### src/rtl/math_pkg.sv
// Shared constants, stage payload type and parameter helpers for the math utility library.
package math_pkg;

    localparam int MATH_W = 48;

    // One pipeline stage's payload: operands ride along until their segment is consumed.
    typedef struct packed {
        logic [MATH_W-1:0] a;
        logic [MATH_W-1:0] b;
        logic [MATH_W-1:0] d;
        logic              borrow;
    } math_sub_stage_t;

    function automatic int math_seg_w(input int segments);
        return MATH_W / segments;
    endfunction

    function automatic bit math_seg_legal(input int segments);
        return (segments == 1) || (segments == 2) || (segments == 3) ||
               (segments == 4) || (segments == 6);
    endfunction

endpackage

### src/rtl/math_sub_seg.sv
// One borrow-chain segment of the pipelined fabric subtractor: resolves segment SEG_IDX
// and holds the payload until the next stage takes it.
module math_sub_seg
    import math_pkg::*;
#(
    parameter int SEG_W    = 12,
    parameter int SEG_IDX  = 0,
    parameter bit CLR_DATA = 1'b0
) (
    input  logic            clk,
    input  logic            rst,
    input  logic            ena,
    input  logic            in_vld,
    input  math_sub_stage_t in_stage,
    input  logic            drain,
    output logic            ready,
    output logic            out_vld,
    output math_sub_stage_t out_stage
);

    localparam int LO = SEG_IDX * SEG_W;

    // a - b - bin computed as a + ~b + !bin; a missing carry out means a borrow.
    function automatic logic [SEG_W:0] seg_sub(
        input logic [SEG_W-1:0] a_seg,
        input logic [SEG_W-1:0] b_seg,
        input logic             bin
    );
        logic [SEG_W:0] sum;
        sum = {1'b0, a_seg} + {1'b0, ~b_seg} + {{SEG_W{1'b0}}, ~bin};
        return {~sum[SEG_W], sum[SEG_W-1:0]};
    endfunction

    logic            vld_p0;
    math_sub_stage_t data_p0;
    logic [SEG_W:0]  seg_res;
    math_sub_stage_t nxt;
    logic            load;

    always_comb begin
        seg_res = seg_sub(in_stage.a[LO +: SEG_W], in_stage.b[LO +: SEG_W], in_stage.borrow);
        nxt = in_stage;
        nxt.d[LO +: SEG_W] = seg_res[SEG_W-1:0];
        nxt.borrow = seg_res[SEG_W];
    end

    assign ready = !vld_p0 || drain;
    assign load  = ena && ready;

    // ---- stage register ----
    always_ff @(posedge clk) begin
        if (rst) begin
            vld_p0 <= 1'b0;
            if (CLR_DATA) begin
                data_p0 <= '0;
            end
        end else if (load) begin
            vld_p0 <= in_vld;
            if (in_vld) begin
                data_p0 <= nxt;
            end
        end
    end

    assign out_vld   = vld_p0;
    assign out_stage = data_p0;

endmodule

### src/rtl/math_sub_48.sv
// Pipelined 48-bit unsigned fabric subtractor: dout = {dina < dinb, dina - dinb}, with the
// borrow chain split into SEGMENTS registered segments and a valid/ready handshake.
module math_sub_48
    import math_pkg::*;
#(
    parameter int SEGMENTS = 4
) (
    input  logic              clk,
    input  logic              rst,
    input  logic              ena,
    input  logic              din_valid,
    output logic              din_ready,
    input  logic [MATH_W-1:0] dina,
    input  logic [MATH_W-1:0] dinb,
    output logic              dout_valid,
    input  logic              dout_ready,
    output logic [MATH_W:0]   dout
);

    localparam int SEG_W = math_seg_w(SEGMENTS);

    if (!math_seg_legal(SEGMENTS)) begin : g_bad_segments
        $error("math_sub_48: SEGMENTS must be one of 1, 2, 3, 4, 6");
    end

    // Index k feeds stage k; index SEGMENTS is the output register of the last stage.
    math_sub_stage_t stage_p [SEGMENTS+1];
    logic            vld_p   [SEGMENTS+1];
    // accept[k]: stage k takes new contents this cycle (equivalently stage k-1 drains).
    logic            accept  [SEGMENTS+1];

    assign stage_p[0].a      = dina;
    assign stage_p[0].b      = dinb;
    assign stage_p[0].d      = '0;
    assign stage_p[0].borrow = 1'b0;
    assign vld_p[0]          = din_valid;
    assign accept[SEGMENTS]  = dout_ready;

    for (genvar k = 0; k < SEGMENTS; k++) begin : g_stage
        math_sub_seg #(
            .SEG_W   (SEG_W),
            .SEG_IDX (k),
            .CLR_DATA(k == SEGMENTS - 1)
        ) u_seg (
            .clk      (clk),
            .rst      (rst),
            .ena      (ena),
            .in_vld   (vld_p[k]),
            .in_stage (stage_p[k]),
            .drain    (accept[k+1]),
            .ready    (accept[k]),
            .out_vld  (vld_p[k+1]),
            .out_stage(stage_p[k+1])
        );
    end

    assign din_ready  = ena && !rst && accept[0];
    assign dout_valid = vld_p[SEGMENTS];
    assign dout       = {stage_p[SEGMENTS].borrow, stage_p[SEGMENTS].d};

endmodule

### config.mk
export PLATFORM = sky130hd
export DESIGN_NAME = math_sub_48
export DESIGN_NICKNAME = d
export VERILOG_FILES = /design/src/rtl/math_pkg.sv /design/src/rtl/math_sub_seg.sv /design/src/rtl/math_sub_48.sv
export SDC_FILE = /design/constraint.sdc
export NUM_CORES = 1
export LEC_CHECK = 0
export CAP_MARGIN = 20
export CELL_PAD_IN_SITES_DETAIL_PLACEMENT = 1
export CELL_PAD_IN_SITES_GLOBAL_PLACEMENT = 2
export CORE_MARGIN = 5
export CORE_UTILIZATION = 38
export DETAILED_ROUTE_END_ITERATION = 6
export GPL_TIMING_DRIVEN = 0
export PLACE_DENSITY = 0.91
export SLEW_MARGIN = 10
export SYNTH_ARGS = -nofsm -noshare
export SYNTH_HDL_FRONTEND = slang
export SYNTH_SLANG_ARGS = --single-unit
### constraint.sdc
create_clock -name clk -period 9.41 [get_ports clk]
set_input_delay 2.3525 -clock clk [delete_from_list [all_inputs] [get_ports clk]]
set_output_delay 2.3525 -clock clk [all_outputs]
set_load 0.05 [all_outputs]
# --- Yosys cells after proc, flatten, opt, wreduce, memory -nomap -nowiden ---
# Index checks and enable logic that the tools add are counted.
# Widths: inputs -> output; s select.
classes:
  n_addsub: 8
  bitwise_logic: 12
  reduce_logical: 19
ops:
  columns: ["operator", "count"]
  rows:
  - ["$add 12x12->13", 4]
  - ["$not 12->12", 4]
  - ["$add 13x1->13", 3]
  - ["$add 13x1->13 const B", 1]
  - ["$reduce_and 3->1", 3]
  - ["$not 1->1", 8]
  - ["$logic_and 1x1->1", 6]
  - ["$logic_not 1->1", 5]
  - ["$logic_or 1x1->1", 4]
  - ["$reduce_and 2->1", 1]
word_totals:
  ff_bits: 416
  inputBits: 101
  out_inout_bits: 51
  wordCells: 57

# --- Logic depth before layout (Yosys ltp) ---
depth:
  word_depth: 7
  ltp_mapped: 9
  depth_no_buf: 9

# --- By module ---
# Synthesis repeated with hierarchy kept, for this count alone.
hier_totals:
  cells_unflattened: 1414
  hier_area_um2: 20581.0
by_module_without_submodules:
  columns: ["mod", "instances", "cells_per_inst", "area_per_inst_um2", "seq_area_each_um2"]
  rows:
  - ["math_sub_seg at g_stage[1].u_seg ...", 2, 234, 5003.5, 4374.2]
  - ["math_sub_seg at g_stage[3].u_seg", 1, 707, 5549.1, 2922.8]
  - ["math_sub_seg at g_stage[0].u_seg", 1, 237, 5012.3, 4374.2]
  - ["math_sub_48", 1, 2, 12.5, 0.0]

# --- Worst setup path before layout ---
# Ideal clock, no wire load.
synth_path:
  path_type: "input port to flip-flop"
  start: "input port rst"
  end: "register g_stage[1].u_seg.data_p0, in the netlist g_stage[1].u_seg.out_stage[0] (enable)"
  setup_ns: 0.611
  arrival_ns: 7.954
  required_ns: 8.799
  setup_slack_ns: 0.845
  path_stages: 2
  path_buffers: 1
  path_cell_list: "clkbuf_1 nor3b_1"
synth_between:
  elab_chain_len: 2
synth_rtl:
  columns: ["item", "line", "text"]
  rows:
  - ["start: declaration", "math_sub_48.sv:9", "input logic rst,"]
  - ["$not 1->1 (no source line)", null, null]
  - ["$reduce_and 3->1 (no source line)", null, null]
  - ["end signal: assignment", "math_sub_seg.sv:60", "data_p0 <= nxt;"]
  - ["end: declaration", "math_sub_seg.sv:35", "math_sub_stage_t data_p0;"]
# Every way passes these cells.
# A chain may end at the register's enable or synchronous reset.

# --- Worst setup path after layout ---
layout_path:
  start: "input port dout_ready"
  end: "output port din_ready"
layout_between:
  elab_chain_len: 5
layout_rtl:
  columns: ["item", "line", "text"]
  rows:
  - ["start: declaration", "math_sub_48.sv:16", "input logic dout_ready,"]
  - ["$logic_or 1x1->1 (4 in series)", "math_sub_seg.sv:47", "assign ready = !vld_p0 || drain;"]
  - ["$logic_and 1x1->1", "math_sub_48.sv:57", "assign din_ready = ena && !rst && accept[0];"]
  - ["end: declaration", "math_sub_48.sv:12", "output logic din_ready,"]
# Every way passes these cells.

==> key figures <==
Setup path
  – Crit path max fanout: 4
  – Reg2reg path depth: 9
  – WS Path Type: input pin to output port
  – Worst setup SP type: input pin
  – R2R Setup Slk: 6.67 ns
  – Worst Path Arrival: 4.31 ns
  – CP endpoint kind: output port
  – FF-to-FF Start: g_stage[2].u_seg.out_stage[0]
  – Reg2reg end: g_stage[3].u_seg.out_stage[47]
  – Worst EP required: 7.06 ns

Yosys
  – Yosys reg bits: 272
  – Synthesized net count: 903
  – Ys Warns: 0
  – Synthesized netlist cell count: 750
  – Post-synth EDFFs: 219
  – Post-synth cell types: 47
  – Asr flop ratio synth: 0%
  – Sequential fraction of the synthesis area: 72.2%
  – Synthesized area: 10600 um2
  – Synthesized area per cell: 14.1 um2
  – Top_reg_cell synth: edfxtp_1

Placed design
  – DP Area: 12700 um2
  – GP Congestion: 0.791
  – Port Buffers: 150
  – Dpl cells: 1288
  – Hpwl dp: 16700 um

Final layout
  – Post-route cell area: 13700 um2
  – Share of layout cells above drive strength 1: 7.76%
  – Final Net Count: 1095
  – Layout Cells excl Fill: 1344
  – P&R area growth vs syn: 29.8%
  – Most frequent cells in the layout: edfxtp_1 (219), clkdlybuf4s50_1 (150), nand2_1 (105)
  – Antenna diodes: 0
  – Utilization after layout: 49.7%
  – Most common cell after layout, fill and taps aside: edfxtp_1

Job
  – MaxCap Viol Count: 0

Global route
  – Largest net degree at the start of global routing: 61
  – First-pass GRT wire length: 35400 um
  – Grt total ovfl: 0
  – GRT Overall Usage: 14.2%
  – Initial antenna violation count: 0
  – Vias in the first global route: 6756

Detailed routing
  – First drt pass iteration count: 4
  – Routed wire length: 22400 um
  – DRT antenna net count: 0
  – DR vias: 6258
  – DRC errors left: 0
  – DR WL/cell: 16.7 um
  – Via density: 4.66
  – Starting DRC count in detailed routing: 293

Clocking
  – Root Buffer: clkbuf_16
  – Post-CTS Setup Bufs: 0
  – CTS Buf Count: 30
  – Post-CTS Resized: 0
  – Worst-path clk slew: 0.06 ns
  – TritonCTS clock tree: yes
  – Clock sinks: 272
  – H-tree Lvls: 1
  – Clock latency on the worst-skew pair: 0.54 ns
  – Longest Clk Path Bufs: 3
  – Hold Buf Count CTS: 0

Timing
  – Unrepaired setup endpoints after global routing: false
  – Worst slew margin: 54.7%
  – # setup viols final: 0
  – Setup Skew: 0.0121 ns
  – Final hold viol count: 0
  – Setup TNS: 0 ns
  – Slew @ Worst Pin: 0.679 ns
  – Final min period: 6.66 ns
  – WHS: 0.412 ns
  – Fmax: 0.150 GHz
  – Final Cycle Share: 70.8%
  – Max-slew violations: 0

Hold path
  – Hold crit path type: flop to flop
  – Hold Path End: g_stage[2].u_seg.out_stage[92]
  – Worst hold stages: 0
  – Hold_sp: g_stage[1].u_seg.out_stage[92]

Floorplan
  – Die footprint: 31300 um2
  – # IOs: 152
  – Die width: 177 um
  – Rows: 61
  – Initial Util: 38.3%
  – Core ar.: 27600 um2
  – Chip height: 177 um

Power and ir drop
  – Peak supply drop: 115 uV
  – Cell Pwr Density: 197 nW/um2
  – Leakage: 0.00492 uW

Outcome
  – Outcome: completed
final cells by class:
class | instances | area, um2
Clock inverter | 19 | 233
Inverter | 64 | 240
Timing Repair Buffer | 160 | 1630
Buffer | 18 | 73.8
Fill cell | 2826 | 13900
Clock buffer | 37 | 798
Sequential cell | 272 | 7640
Multi-Input combinational cell | 396 | 2640
Tap cell | 378 | 473
through the flow:
step	total power [uW]	setup slack, ns
after CTS	2740	2.77
after global placement	1520	-2.23
final	2700	2.75
after detailed placement	1530	2.81
after floorplan	1450	0.845
after global routing	2810	2.68
cell usage after synthesis (7+ instances only):
cell	number	area share (%)
edfxtp_1	219	62
nand2_1	105	3.7
a21oi_1	71	3.4
inv_1	64	2.3
dfxtp_1	53	10
ha_1	45	5.3
nor2_1	21	0.75
xnor2_1	18	1.5
o21ai_0	17	0.80
xor2_1	14	1.2
a21o_1	12	0.85
clkbuf_1	11	0.39
nor3_1	8	0.38
fa_1	7	1.3
kinds of logic after synthesis:
family / count (synthesis) / synth area share [%]
adder cells (fa/ha/maj): 52 / 6.65
buffers and inverters: 82 / 2.97
multiplexers: 1 / 0.0947
flip-flops: 272 / 72.2
AO/OA/AOI/OAI: 141 / 8.20
AND/OR/NAND/NOR: 170 / 7.20
XOR/XNOR: 32 / 2.65
routing by layer:
metal	share of wire [%]	track usage, %	up-vias
li1	-	-	3075
met2	53	26.8	121
met4	1.8	3.16	0
met3	4.4	2.61	37
met5	0	0	-
met1	41	16.9	3025
worst max path at each step:
stage                          start  slack (ns)  depth (start not counted)                            end
after detailed placement  dout_ready        2.81                          6                      din_ready
after floorplan                  rst        0.84                          2  g_stage[1].u_seg.out_stage[0]
after global routing      dout_ready        2.68                          6                      din_ready
after CTS                 dout_ready        2.77                          6                      din_ready
final                     dout_ready        2.75                          6                      din_ready
after global placement           rst       -2.23                          4       g_stage[1].u_seg.out_vld
where the power goes:
part           total, uW  leakage, uW  internal (uW)  switching (uW)
registers           1340      0.00242           1330            7.75
logic                160      0.00200           80.5            79.6
clock network       1200     0.000499            740             461
total               2700      0.00492           2150             548
state kept, by name (all words and copies together), names as in the netlist:
signal	cells
g_stage.u_seg.out_stage	268
g_stage.u_seg.out_vld	4
critical path, cell delays in order:
cell             delay, ns
clkdlybuf4s50_1       0.48
nor2b_1               0.19
nand2_1               0.12
o21ai_0               0.30
nor2_1                0.12
clkdlybuf4s50_1       0.74
Note: power is estimated with default switching activity, not from simulation.
